--- src/rtl/lifo_arb_pkg.sv ---
// Shared types and constants for the LIFO front-end arbiter.
package lifo_arb_pkg;

    // Request sequencing: one request in flight from accept to response
    typedef enum logic [1:0] {
        IDLE   = 2'd0,
        ISSUE  = 2'd1,
        RDWAIT = 2'd2,
        RESP   = 2'd3
    } state_t;

    // Response status codes as seen on resp_status
    typedef enum logic [1:0] {
        OK    = 2'b00,
        FULL  = 2'b01,
        EMPTY = 2'b10
    } status_t;

    // Per-requester operation encoding on req_op
    localparam logic OP_PUSH = 1'b1;
    localparam logic OP_POP  = 1'b0;

    // Round-robin successor of a requester index, wrapping at n
    function automatic int unsigned rr_next(input int unsigned idx, input int unsigned n);
        return ((idx + 1) >= n) ? 0 : idx + 1;
    endfunction

endpackage

--- src/rtl/lifo_arbiter_rr_arbiter.sv ---
// Combinational round-robin picker: first asserted request at or after ptr,
// wrapping modulo N. The pointer register is owned by the instantiating block.
module rr_arbiter #(
    parameter int N  = 4,
    parameter int IW = (N > 1) ? $clog2(N) : 1
) (
    input  logic [N-1:0]  req,
    input  logic [IW-1:0] ptr,
    output logic [N-1:0]  grant,
    output logic [IW-1:0] grant_idx,
    output logic          any_req
);

    logic [IW:0]   cand_sum [N];
    logic [IW-1:0] cand_idx [N];

    // Candidate index for each search offset, already wrapped into 0..N-1
    generate
        for (genvar gi = 0; gi < N; gi++) begin : g_cand
            assign cand_sum[gi] = {1'b0, ptr} + (IW+1)'(gi);
            assign cand_idx[gi] = (cand_sum[gi] >= (IW+1)'(N))
                                  ? IW'(cand_sum[gi] - (IW+1)'(N))
                                  : cand_sum[gi][IW-1:0];
        end
    endgenerate

    // Scan offsets in priority order; the first hit wins
    always_comb begin
        grant     = '0;
        grant_idx = '0;
        any_req   = 1'b0;
        for (int k = 0; k < N; k++) begin
            if (!any_req && req[cand_idx[k]]) begin
                any_req               = 1'b1;
                grant_idx             = cand_idx[k];
                grant[cand_idx[k]]    = 1'b1;
            end
        end
    end

endmodule

--- src/rtl/lifo_arbiter.sv ---
// Shares one LIFO between N_REQ requesters: round-robin accept, one operation
// in flight, full/empty checked before any strobe, one-hot response per request.
module lifo_arbiter
    import lifo_arb_pkg::*;
#(
    parameter int N_REQ      = 4,
    parameter int DATA_WIDTH = 8
) (
    input  logic                        clk,
    input  logic                        rst_n,
    input  logic [N_REQ-1:0]            req_valid,
    input  logic [N_REQ-1:0]            req_op,
    input  logic [N_REQ*DATA_WIDTH-1:0] req_data,
    output logic [N_REQ-1:0]            req_ready,
    output logic [N_REQ-1:0]            resp_valid,
    output logic [DATA_WIDTH-1:0]       resp_data,
    output logic [1:0]                  resp_status,
    output logic                        lifo_wr_en,
    output logic [DATA_WIDTH-1:0]       lifo_data_wr,
    output logic                        lifo_rd_en,
    input  logic [DATA_WIDTH-1:0]       lifo_data_rd,
    input  logic                        lifo_full,
    input  logic                        lifo_empty
);

    localparam int IW = (N_REQ > 1) ? $clog2(N_REQ) : 1;

    state_t                  state_reg;
    state_t                  state_next;
    logic [IW-1:0]           rr_ptr_reg;
    logic [IW-1:0]           id_reg;
    logic                    op_reg;
    logic [DATA_WIDTH-1:0]   data_reg;
    logic [DATA_WIDTH-1:0]   resp_data_reg;
    status_t                 status_reg;

    logic [N_REQ-1:0]        grant;
    logic [IW-1:0]           grant_idx;
    logic                    any_req;
    logic                    accept;
    logic [DATA_WIDTH-1:0]   req_slice [N_REQ];

    // Unpack the flat push-data bus into one word per requester
    generate
        for (genvar gi = 0; gi < N_REQ; gi++) begin : g_slice
            assign req_slice[gi] = req_data[gi*DATA_WIDTH +: DATA_WIDTH];
        end
    endgenerate

    rr_arbiter #(
        .N  (N_REQ),
        .IW (IW)
    ) u_rr_arbiter (
        .req       (req_valid),
        .ptr       (rr_ptr_reg),
        .grant     (grant),
        .grant_idx (grant_idx),
        .any_req   (any_req)
    );

    // A request is taken only while idle
    assign accept = (state_reg == IDLE) && any_req;

    // State register
    always_ff @(posedge clk or negedge rst_n) begin
        if (!rst_n) begin
            state_reg <= IDLE;
        end else begin
            state_reg <= state_next;
        end
    end

    // Next-state: pops that can proceed take an extra cycle to collect read data
    always_comb begin
        state_next = state_reg;
        case (state_reg)
            IDLE:   if (any_req) state_next = ISSUE;
            ISSUE:  begin
                if (op_reg == OP_POP && !lifo_empty) state_next = RDWAIT;
                else                                 state_next = RESP;
            end
            RDWAIT: state_next = RESP;
            RESP:   state_next = IDLE;
            default: state_next = IDLE;
        endcase
    end

    // Outputs: strobes only in ISSUE and only when the flag permits
    always_comb begin
        req_ready  = accept ? grant : '0;
        lifo_wr_en = (state_reg == ISSUE) && (op_reg == OP_PUSH) && !lifo_full;
        lifo_rd_en = (state_reg == ISSUE) && (op_reg == OP_POP)  && !lifo_empty;
        resp_valid = '0;
        if (state_reg == RESP) begin
            resp_valid[id_reg] = 1'b1;
        end
    end

    assign lifo_data_wr = data_reg;
    assign resp_data    = resp_data_reg;
    assign resp_status  = status_reg;

    // Latch the accepted request and advance the round-robin pointer past it
    always_ff @(posedge clk or negedge rst_n) begin
        if (!rst_n) begin
            rr_ptr_reg <= '0;
            id_reg     <= '0;
            op_reg     <= 1'b0;
            data_reg   <= '0;
        end else if (accept) begin
            rr_ptr_reg <= IW'(rr_next(int'(grant_idx), N_REQ));
            id_reg     <= grant_idx;
            op_reg     <= req_op[grant_idx];
            data_reg   <= req_slice[grant_idx];
        end
    end

    // Build the response word; it then holds until the next operation updates it
    always_ff @(posedge clk or negedge rst_n) begin
        if (!rst_n) begin
            resp_data_reg <= '0;
            status_reg    <= OK;
        end else begin
            case (state_reg)
                ISSUE: begin
                    if (op_reg == OP_PUSH) begin
                        resp_data_reg <= '0;
                        status_reg    <= lifo_full ? FULL : OK;
                    end else if (lifo_empty) begin
                        resp_data_reg <= '0;
                        status_reg    <= EMPTY;
                    end
                end
                RDWAIT: begin
                    resp_data_reg <= lifo_data_rd;
                    status_reg    <= OK;
                end
                default: ;
            endcase
        end
    end

endmodule

--- config.mk ---
export PLATFORM = sky130hd
export DESIGN_NAME = lifo_arbiter
export DESIGN_NICKNAME = d
export VERILOG_FILES = /design/src/rtl/lifo_arb_pkg.sv /design/src/rtl/lifo_arbiter_rr_arbiter.sv /design/src/rtl/lifo_arbiter.sv
export SDC_FILE = /design/constraint.sdc
export NUM_CORES = 1
export LEC_CHECK = 0
export ABC_AREA = 1
export BUFFER_PORTS_ARGS = -buffer_cell sky130_fd_sc_hd__buf_2
export CAP_MARGIN = 10
export CORE_ASPECT_RATIO = 0.6
export CORE_MARGIN = 5
export CORE_UTILIZATION = 40
export DETAILED_ROUTE_END_ITERATION = 8
export PLACE_DENSITY_LB_ADDON = 0.05
export SLEW_MARGIN = 20
export SYNTH_ARGS = -nofsm -noshare
export SYNTH_HDL_FRONTEND = slang
export SYNTH_HIERARCHICAL = 1
export SYNTH_SLANG_ARGS = --single-unit
--- constraint.sdc ---
create_clock -name clk -period 4.78 [get_ports clk]
set_input_delay 0.717 -clock clk [delete_from_list [all_inputs] [get_ports clk]]
set_output_delay 0.717 -clock clk [all_outputs]
set_load 0.05 [all_outputs]
# After elaboration in Yosys (flattened, before gate mapping)
# Cells that the tools add are included.
word_totals:
  regBits: 25
  in_bits: 52
  out_inout_bits: 28
  wordCells: 116
classes:
  addsub: 8
  n_lt_le_gt_ge: 17
  eq_ne: 5
  mux: 52
  bitwise_logic: 5
  reduce_logical: 22
op_table:
  columns: ["op", "count"]
  rows:
  - ["$mux W8", 4]
  - ["$mux W2", 12]
  - ["$mux W4", 6]
  - ["$lt A2 B3 Y1 const B", 6]
  - ["$bmux W8 S2", 1]
  - ["$mux W1", 16]
  - ["$pmux W8 S2", 1]
  - ["$ge A3 B3 Y1 const B", 5]
  - ["$logic_and A1 B1 Y1", 14]
  - ["$or A4 B4 Y4", 3]
  - ["$bmux W1 S2", 5]
  - ["$demux W1 S2", 5]
  - ["$ge A2 B1 Y1 const B", 5]
  - ["$pmux W2 S4", 1]
  - ["$sub A2 B1 Y2 const B", 4]
  - ["$add A2 B1 Y3 const B", 2]
  - ["$add A2 B2 Y3 const B", 2]
  - ["$logic_not A1 Y1", 5]
  - ["$eq A2 B2 Y1 const B", 2]
  - ["$pmux W2 S2", 1]
  - ["$ge A2 B3 Y1 const B", 1]
  - ["$ne A3 B3 Y1 const B", 1]
  - ["$not A2 Y3", 1]
  - ["$eq A2 B1 Y1 const B", 1]
  - ["5 further kinds", 5]

# Longest topological paths before layout
# Gate-level depths: netlist of the first run.
depth:
  ltp_word: 18
  depth_mapped: 16
  ltp_nobuf: 14

# Modules after synthesis
# The synthesis of the first run kept the hierarchy.
by_module_without_submodules:
  columns: ["mod", "instances", "cells_each", "area_each_um2", "seq_area_each_um2"]
  rows:
  - ["lifo_arbiter", 1, 245, 1725.4, 625.6]
  - ["rr_arbiter", 1, 74, 440.4, 0.0]

# Worst setup path after synthesis of the first run
# No wires, ideal clock.
synth_path:
  path_kind: "reg-to-output"
  start: "reg rr_ptr_reg[0]"
  end: "out req_ready[0]"
  t_arrival_ns: 2.369
  t_required_ns: 4.063
  path_slack_ns: 1.694
  stages_incl_launch_ff: 12
  path_buffers: 2
  path_cell_list: "dfrtp_1 > inv_2 > ha_1 > inv_1 > nand2_1 > nand2_2 > nor2_4 > buf_6 > nand4_1 > nand2_2 > buf_4 > nor2_1"
synth_via:
  elab_chain_cells: 16
  elab_cells_between_ends: 62
synth_lines:
  columns: ["element", "line_no", "source"]
  rows:
  - ["start: declaration", "lifo_arbiter.sv:30", "logic [IW-1:0] rr_ptr_reg;"]
  - ["start signal: assignment", "lifo_arbiter.sv:111", "rr_ptr_reg <= IW'(rr_next(int'(grant_idx), N_REQ));"]
  - ["parallel branches: the longest is 13 deep, another holds $add A2 B1 Y3", null, null]
  - ["$mux W1 (*)", "lifo_arbiter_rr_arbiter.sv:33", "if (!any_req && req[cand_idx[k]]) begin"]
  - ["named net any_req", "lifo_arbiter.sv:39", "logic any_req;"]
  - ["$logic_and A1 B1 Y1 (*)", "lifo_arbiter.sv:62", "assign accept = (state_reg == IDLE) && any_req;"]
  - ["$mux W4 (*)", "lifo_arbiter.sv:90", "req_ready = accept ? grant : '0;"]
  - ["end: declaration", "lifo_arbiter.sv:14", "output logic [N_REQ-1:0] req_ready,"]
# Mark *: on every way through the listed nets, which the timed path passes. The select of a mux whose other input is x is not followed.

# Final worst setup path of the first run
# Same ends and word-level chain as after synthesis.

==> results of run 1 <==
-- how the worst max path moves through the flow --
stage                                  to  depth (start not counted)
after CTS                    req_ready[0]                         10
after detailed placement  lifo_data_wr[4]                         14
after floorplan              req_ready[0]                         11
final                        req_ready[0]                         10
after global placement    lifo_data_wr[4]                         14
after global routing      lifo_data_wr[1]                         14
-- cell type report --
class                   count  area share [%]
multi-input cells         223            45.4
flip-flops and latches     25            24.1
repair buffers             79            15.3
inverters                  62            10.2
well taps                  66            3.19
clock buffers               3            1.59
clock inverters             1           0.193
-- critical path, stage by stage, from the launching register on --
cell,delay (ns)
dfrtp_1,0.53
inv_2,0.17
ha_1,0.39
inv_1,0.10
nand2_1,0.09
nand2_2,0.06
nor2_4,0.23
nand4_1,0.19
nand2_2,0.37
nor2_1,0.08
buf_2,0.23
-- per-stage QoR --
step | instance area (um^2) | hold WS (ns) | setup WS (ns)
finish | 2590 | 0.435 | 1.36
detailed placement | 2540 | 0.455 | 1.44
CTS | 2590 | 0.447 | 1.33
floorplan | 2170 | 0.421 | 1.69
global route | 2590 | 0.479 | 1.02
global placement | 2540 | 0.451 | 1.49
-- layer usage --
metal	wire, um	track usage (%)	vias up
met3	280	4.07	4
met1	2540	19.4	927
met4	29	3.03	0
li1	-	-	1128
met5	0	0	-
met2	2210	23.6	49
-- cell families (layout without fill, tap and decap cells) --
kind of cell / Yosys count / in the layout
compound gates: 18 / 18
fa+ha+maj: 11 / 11
buf+inv: 71 / 145
flops: 25 / 25
simple gates: 194 / 194
-- cells in the final DEF (no fill, tap or decap), types with 2 or more instances in the layout --
cell      Yosys  routed
buf_2         0      79
inv_1        57      57
nand3_2      10      10
nor2_1        8       8
inv_2         3       3
o21ai_0       2       2
nor3_1        4       4
nand2_1     112     112
a21boi_0      4       4
ha_1         11      11
nand4_1       9       9
dfrtp_1      25      25
a21oi_1       7       7
o21ai_1       3       3
clkbuf_8      0       3
nand2_2      17      17
nand3_1      31      31
==> metrics.csv, run 1 <==
metric,value,unit
num-fill-cells,538,
ctsHtreeMaxLevel,1,
io_pins,80,
post_cts_buffers,0,
synth.largest_area_cell,dfrtp_1,
reg2reg_to,lifo_data_wr[0],
grt_max_degree,26,
critPathMaxFanout,21,
drc,0,
arrival,2.71,ns
crit_start,rr_ptr_reg[0],
clk_path_buf_depth,2,
grt_pass1_vias,2031,
cts_tree,done,
clk_pin_slew_worst_paths,0.08,ns
drv_slew,0,
synthFlopType,dfrtp_1,
start_kind,flip-flop,
grt_first_pass_wirelength,8570,um
fmax,292,MHz
cts_hold_buf,0,
cts_num_sinks,25,
synth_cells,319,
gp_congestion,0.815,
synth_cell_types,25,
finalCriticalPeriod,3.42,ns
drive_gt1_share,30.5,%
syn_to_final_growth,19.6,%
io_buffer_count,79,
nets,457,
gr-total-overflow,0,
r2r_start,rr_ptr_reg[0],
worstPathRequired,4.06,ns
wl,5060,um
synth_fp_nets,382,
synth_most_common_cell,nand2_1,
drt-initial-drc-count,60,
viasPerCell,4.59,
multi_input_area,1180,um^2
grt_usage,14.6,%
yosysTopAreaCellShare,28.9,%
worstRegToRegCells,14,
synth_compound_area_share,5.14,%
synthMuxAreaShare,0,%
dp_hpwl,4120,um
slew_headroom,32.3,%
cts-buffers-inserted,3,
ant_nets,0,
setup_viol,0,
fin_util,50.3,%
postCtsResizedCells,0,
die_x,105,um
r2r_setup_slack,1.42,ns
synth_edf_count,0,
synth_area,2170,um^2
tightest_slew,1.01,ns
skew,0.00131,ns
coreArea,5150,um^2
rsz0062_at_grt,false,
dr.pass1.iters,4,
initial_core_util,42.0,%
status,finished clean,
ys_seq_area_share,28.9,%
wire_per_inst,11.0,um
fp.dieH,67,um
rows,20,
synth_xor_xnor_area_share,0,%
placed_cells,455,
fin_setup_tns,0,ns
syn_avg_cell_area,6.79,um^2
max-cap-violations,0,
diodes,0,
synthTopCellsByArea,"dfrtp_1, nand2_1, inv_1, nand3_1, ha_1",
hold_path_class,input pin to asynchronous set/reset pin,
regArea,626,um^2
finalHoldViolCount,0,
yosys_warnings,6,
post-route-period-util,71.6,%
synth_top_family_by_area,simple AND/OR/NAND/NOR gates,
clockRootBuffer,clkbuf_8,
antenna_found_initial,0,
synthAdderAreaFrac,6.35,%
synthTopCellsByCount,"nand2_1, inv_1, nand3_1",
critPathKind,flip-flop to primary output,
async_reset_ff_share,100,%
synthSimpleGateAreaFrac,42.9,%
instances_no_fill,459,
insertion_delay,0.26,ns
die_area,7030,um^2
via_count,2108,
synth-seq-cells,25,
critPathCaptureType,primary output,
Power of run 1 is not shown: default switching activity piles up to over one toggle a cycle in this logic, so the estimate is an artifact.
==> inputs of run 2 (changes only) <==
--- a/config.mk
+++ b/config.mk
@@ -5,7 +5,7 @@
 export SDC_FILE = /design/constraint.sdc
 export NUM_CORES = 1
 export LEC_CHECK = 0
-export ABC_AREA = 1
+export ABC_AREA = 0
 export BUFFER_PORTS_ARGS = -buffer_cell sky130_fd_sc_hd__buf_2
 export CAP_MARGIN = 10
 export CORE_ASPECT_RATIO = 0.6
==> constraint.sdc (replaced) <==
create_clock -name clk -period 2.8 [get_ports clk]
set_input_delay 0.42 -clock clk [delete_from_list [all_inputs] [get_ports clk]]
set_output_delay 0.42 -clock clk [all_outputs]
set_load 0.05 [all_outputs]
==> run 2 against run 1 <==
  * The flow now finishes with violations (negative setup slack)
  * Utilization rose by 6.9 points
  * Setup slack got worse by 1.4 ns
  * Via count fell by 23%
  * Non-clock buffer count rose by 16
  * First-iteration DRC count fell by 17%
  * Die area fell by 16%
  * Wire length fell by 11%
  * Sequential share of layout area rose by 2.0 points
  * Highest routed layer unchanged
  * Flip-flop and latch count did not move
  * Synthesized cell count fell by 48%
  * Critical path type unchanged
  * Register-to-register slack got worse by 1.3 ns
==> metrics.csv, run 2 <==
metric,value,unit
async_reset_ff_share,100,%
fmax,355,MHz
io_buffer_count,79,
via_count,1619,
finalHoldViolCount,0,
worstRegToRegCells,8,
final_common_cell,buf_2,
arrival,2.40,ns
status,finished with violations,
cts-buffers-inserted,3,
antenna_found_initial,0,
gp_congestion,0.774,
fin_util,57.1,%
cts_tree,done,
nets,321,
drive_gt1_share,43.6,%
rows,18,
drv_slew,0,
crit_start,rr_ptr_reg[0],
wl,4520,um
grt_pass1_vias,1533,
peakVddDrop,634,uV
cts_num_sinks,25,
violations,negative setup slack,
ant_nets,0,
synth_cell_types,40,
r2r_setup_slack,0.07,ns
synth-seq-cells,25,
ys_seq_area_share,35.4,%
finalCriticalPeriod,2.82,ns
synth.largest_area_cell,dfrtp_1,
dpl_cell_area,2250,um^2
clk_path_buf_depth,2,
critPathKind,flip-flop to primary output,
synthTopCellsByArea,"dfrtp_1, mux2i_1, ha_1, a22o_1, o221ai_1",
viasPerCell,5.11,
yosysTopAreaCellShare,35.4,%
synth_fp_nets,229,
synth_top_family_by_area,compound AO/OA/AOI/OAI gates,
final_cell_mix,"buf_2, dfrtp_1, mux2i_1, nand2_1, buf_4",
total_power,3.35,mW
synthTopCellsByCount,"dfrtp_1, mux2i_1, nand2_1",
p_leak,1.24,nW
grt_max_degree,26,
max-cap-violations,0,
power.density,1400,nW/um^2
initial_core_util,42.2,%
die_area,5890,um^2
clk_pin_slew_worst_paths,0.08,ns
syn_avg_cell_area,10.7,um^2
drc,0,
ctsHtreeMaxLevel,1,
fin_area,2390,um^2
io_pins,80,
yosys_warnings,6,
synth_xor_xnor_area_share,0,%
setup_viol,3,
placed_cells,306,
hold_path_class,input pin to asynchronous set/reset pin,
synthSimpleGateAreaFrac,13.7,%
r2r_start,rr_ptr_reg[0],
coreArea,4190,um^2
synth_most_common_cell,dfrtp_1,
reg2reg_to,rr_ptr_reg[1],
start_kind,flip-flop,
synthFlopType,dfrtp_1,
rsz0062_at_grt,true,
gr-total-overflow,0,
dr.pass1.iters,4,
skew,0.00153,ns
grt_first_pass_wirelength,7310,um
synthMuxAreaShare,18.8,%
insertion_delay,0.26,ns
worstPathRequired,2.38,ns
post-route-period-util,101,%
slew_headroom,62.6,%
num-fill-cells,402,
diodes,0,
synth_area,1770,um^2
grt_usage,15.9,%
fp.dieH,61.5,um
dp_hpwl,3580,um
tightest_slew,0.556,ns
critPathCaptureType,primary output,
clockRootBuffer,clkbuf_8,
instances_no_fill,317,
syn_to_final_growth,35.4,%
fin_ws,-0.0152,ns
synth_edf_count,0,
critPathMaxFanout,7,
synth_compound_area_share,20.1,%
drt-initial-drc-count,50,
synth_cells,166,
die_x,95.8,um
synthAdderAreaFrac,7.78,%
wire_per_inst,14.2,um
pre_cts_ws,0.126,ns
==> run 2: cells by family (layout without fill, tap and decap cells) <==
group                    after synthesis  in the layout
AO/OA/AOI/OAI                         45             45
AND/OR/NAND/NOR                       45             45
multiplexers                          27             27
flip-flops                            25             25
buffers and inverters                 13            104
adder cells (fa/ha/maj)               11             11
==> run 2: what timing repair did <==
item	in CTS	in global routing
setup buffers	3	4
hold buffers	0	0
pin swaps	1	5
setup endpoints to repair	4	15
resized for setup	10	10
==> run 2: worst max path at each step <==
stage	to	slack, ns	cells past startpoint
after floorplan	op_reg	0.02	12
after global placement	rr_ptr_reg[1]	0.19	8
after detailed placement	req_ready[2]	0.13	8
after CTS	req_ready[2]	0.002	7
after global routing	req_ready[2]	-0.09	7
final	req_ready[2]	-0.02	7
==> run 2: critical path, stage by stage (launching register included) <==
cell and delay (ns):
dfrtp_1 0.41, buf_6 0.15, mux4_2 0.58, nor4b_4 0.43
a22oi_1 0.13, o21ai_1 0.09, and3_1 0.18, buf_6 0.16
==> run 2: metrics by stage <==
stage	setup TNS, ns	hold slack [ns]
2_1_floorplan	0	0.124
4_1_cts	0	0.155
3_3_place_gp	0	0.453
6_report	-0.0255	0.133
5_1_grt	-0.358	0.170
3_5_place_dp	0	0.442
==> run 2: cell type report <==
class / count / area (um^2) / share of cell area, %
Clock buffer: 4 / 45.0 / 1.88
Inverter: 5 / 18.8 / 0.784
Multi-Input combinational cell: 128 / 1080 / 45.2
Sequential cell: 25 / 626 / 26.1
Tap cell: 60 / 75.1 / 3.14
Timing Repair Buffer: 95 / 548 / 22.9
==> run 2: where the power goes <==
group	switching (mW)	internal [mW]
registers	0.113	0.529
clock network	0.103	0.101
logic	1.48	1.02
==> run 2: per-layer routing <==
layer | global-route usage [%] | routed length [um]
met4 | 2.43 | 18
met5 | 0 | 0
met1 | 24.6 | 2280
met2 | 21.1 | 1830
met3 | 5.62 | 393
Note: power is estimated with default switching activity, not from simulation.
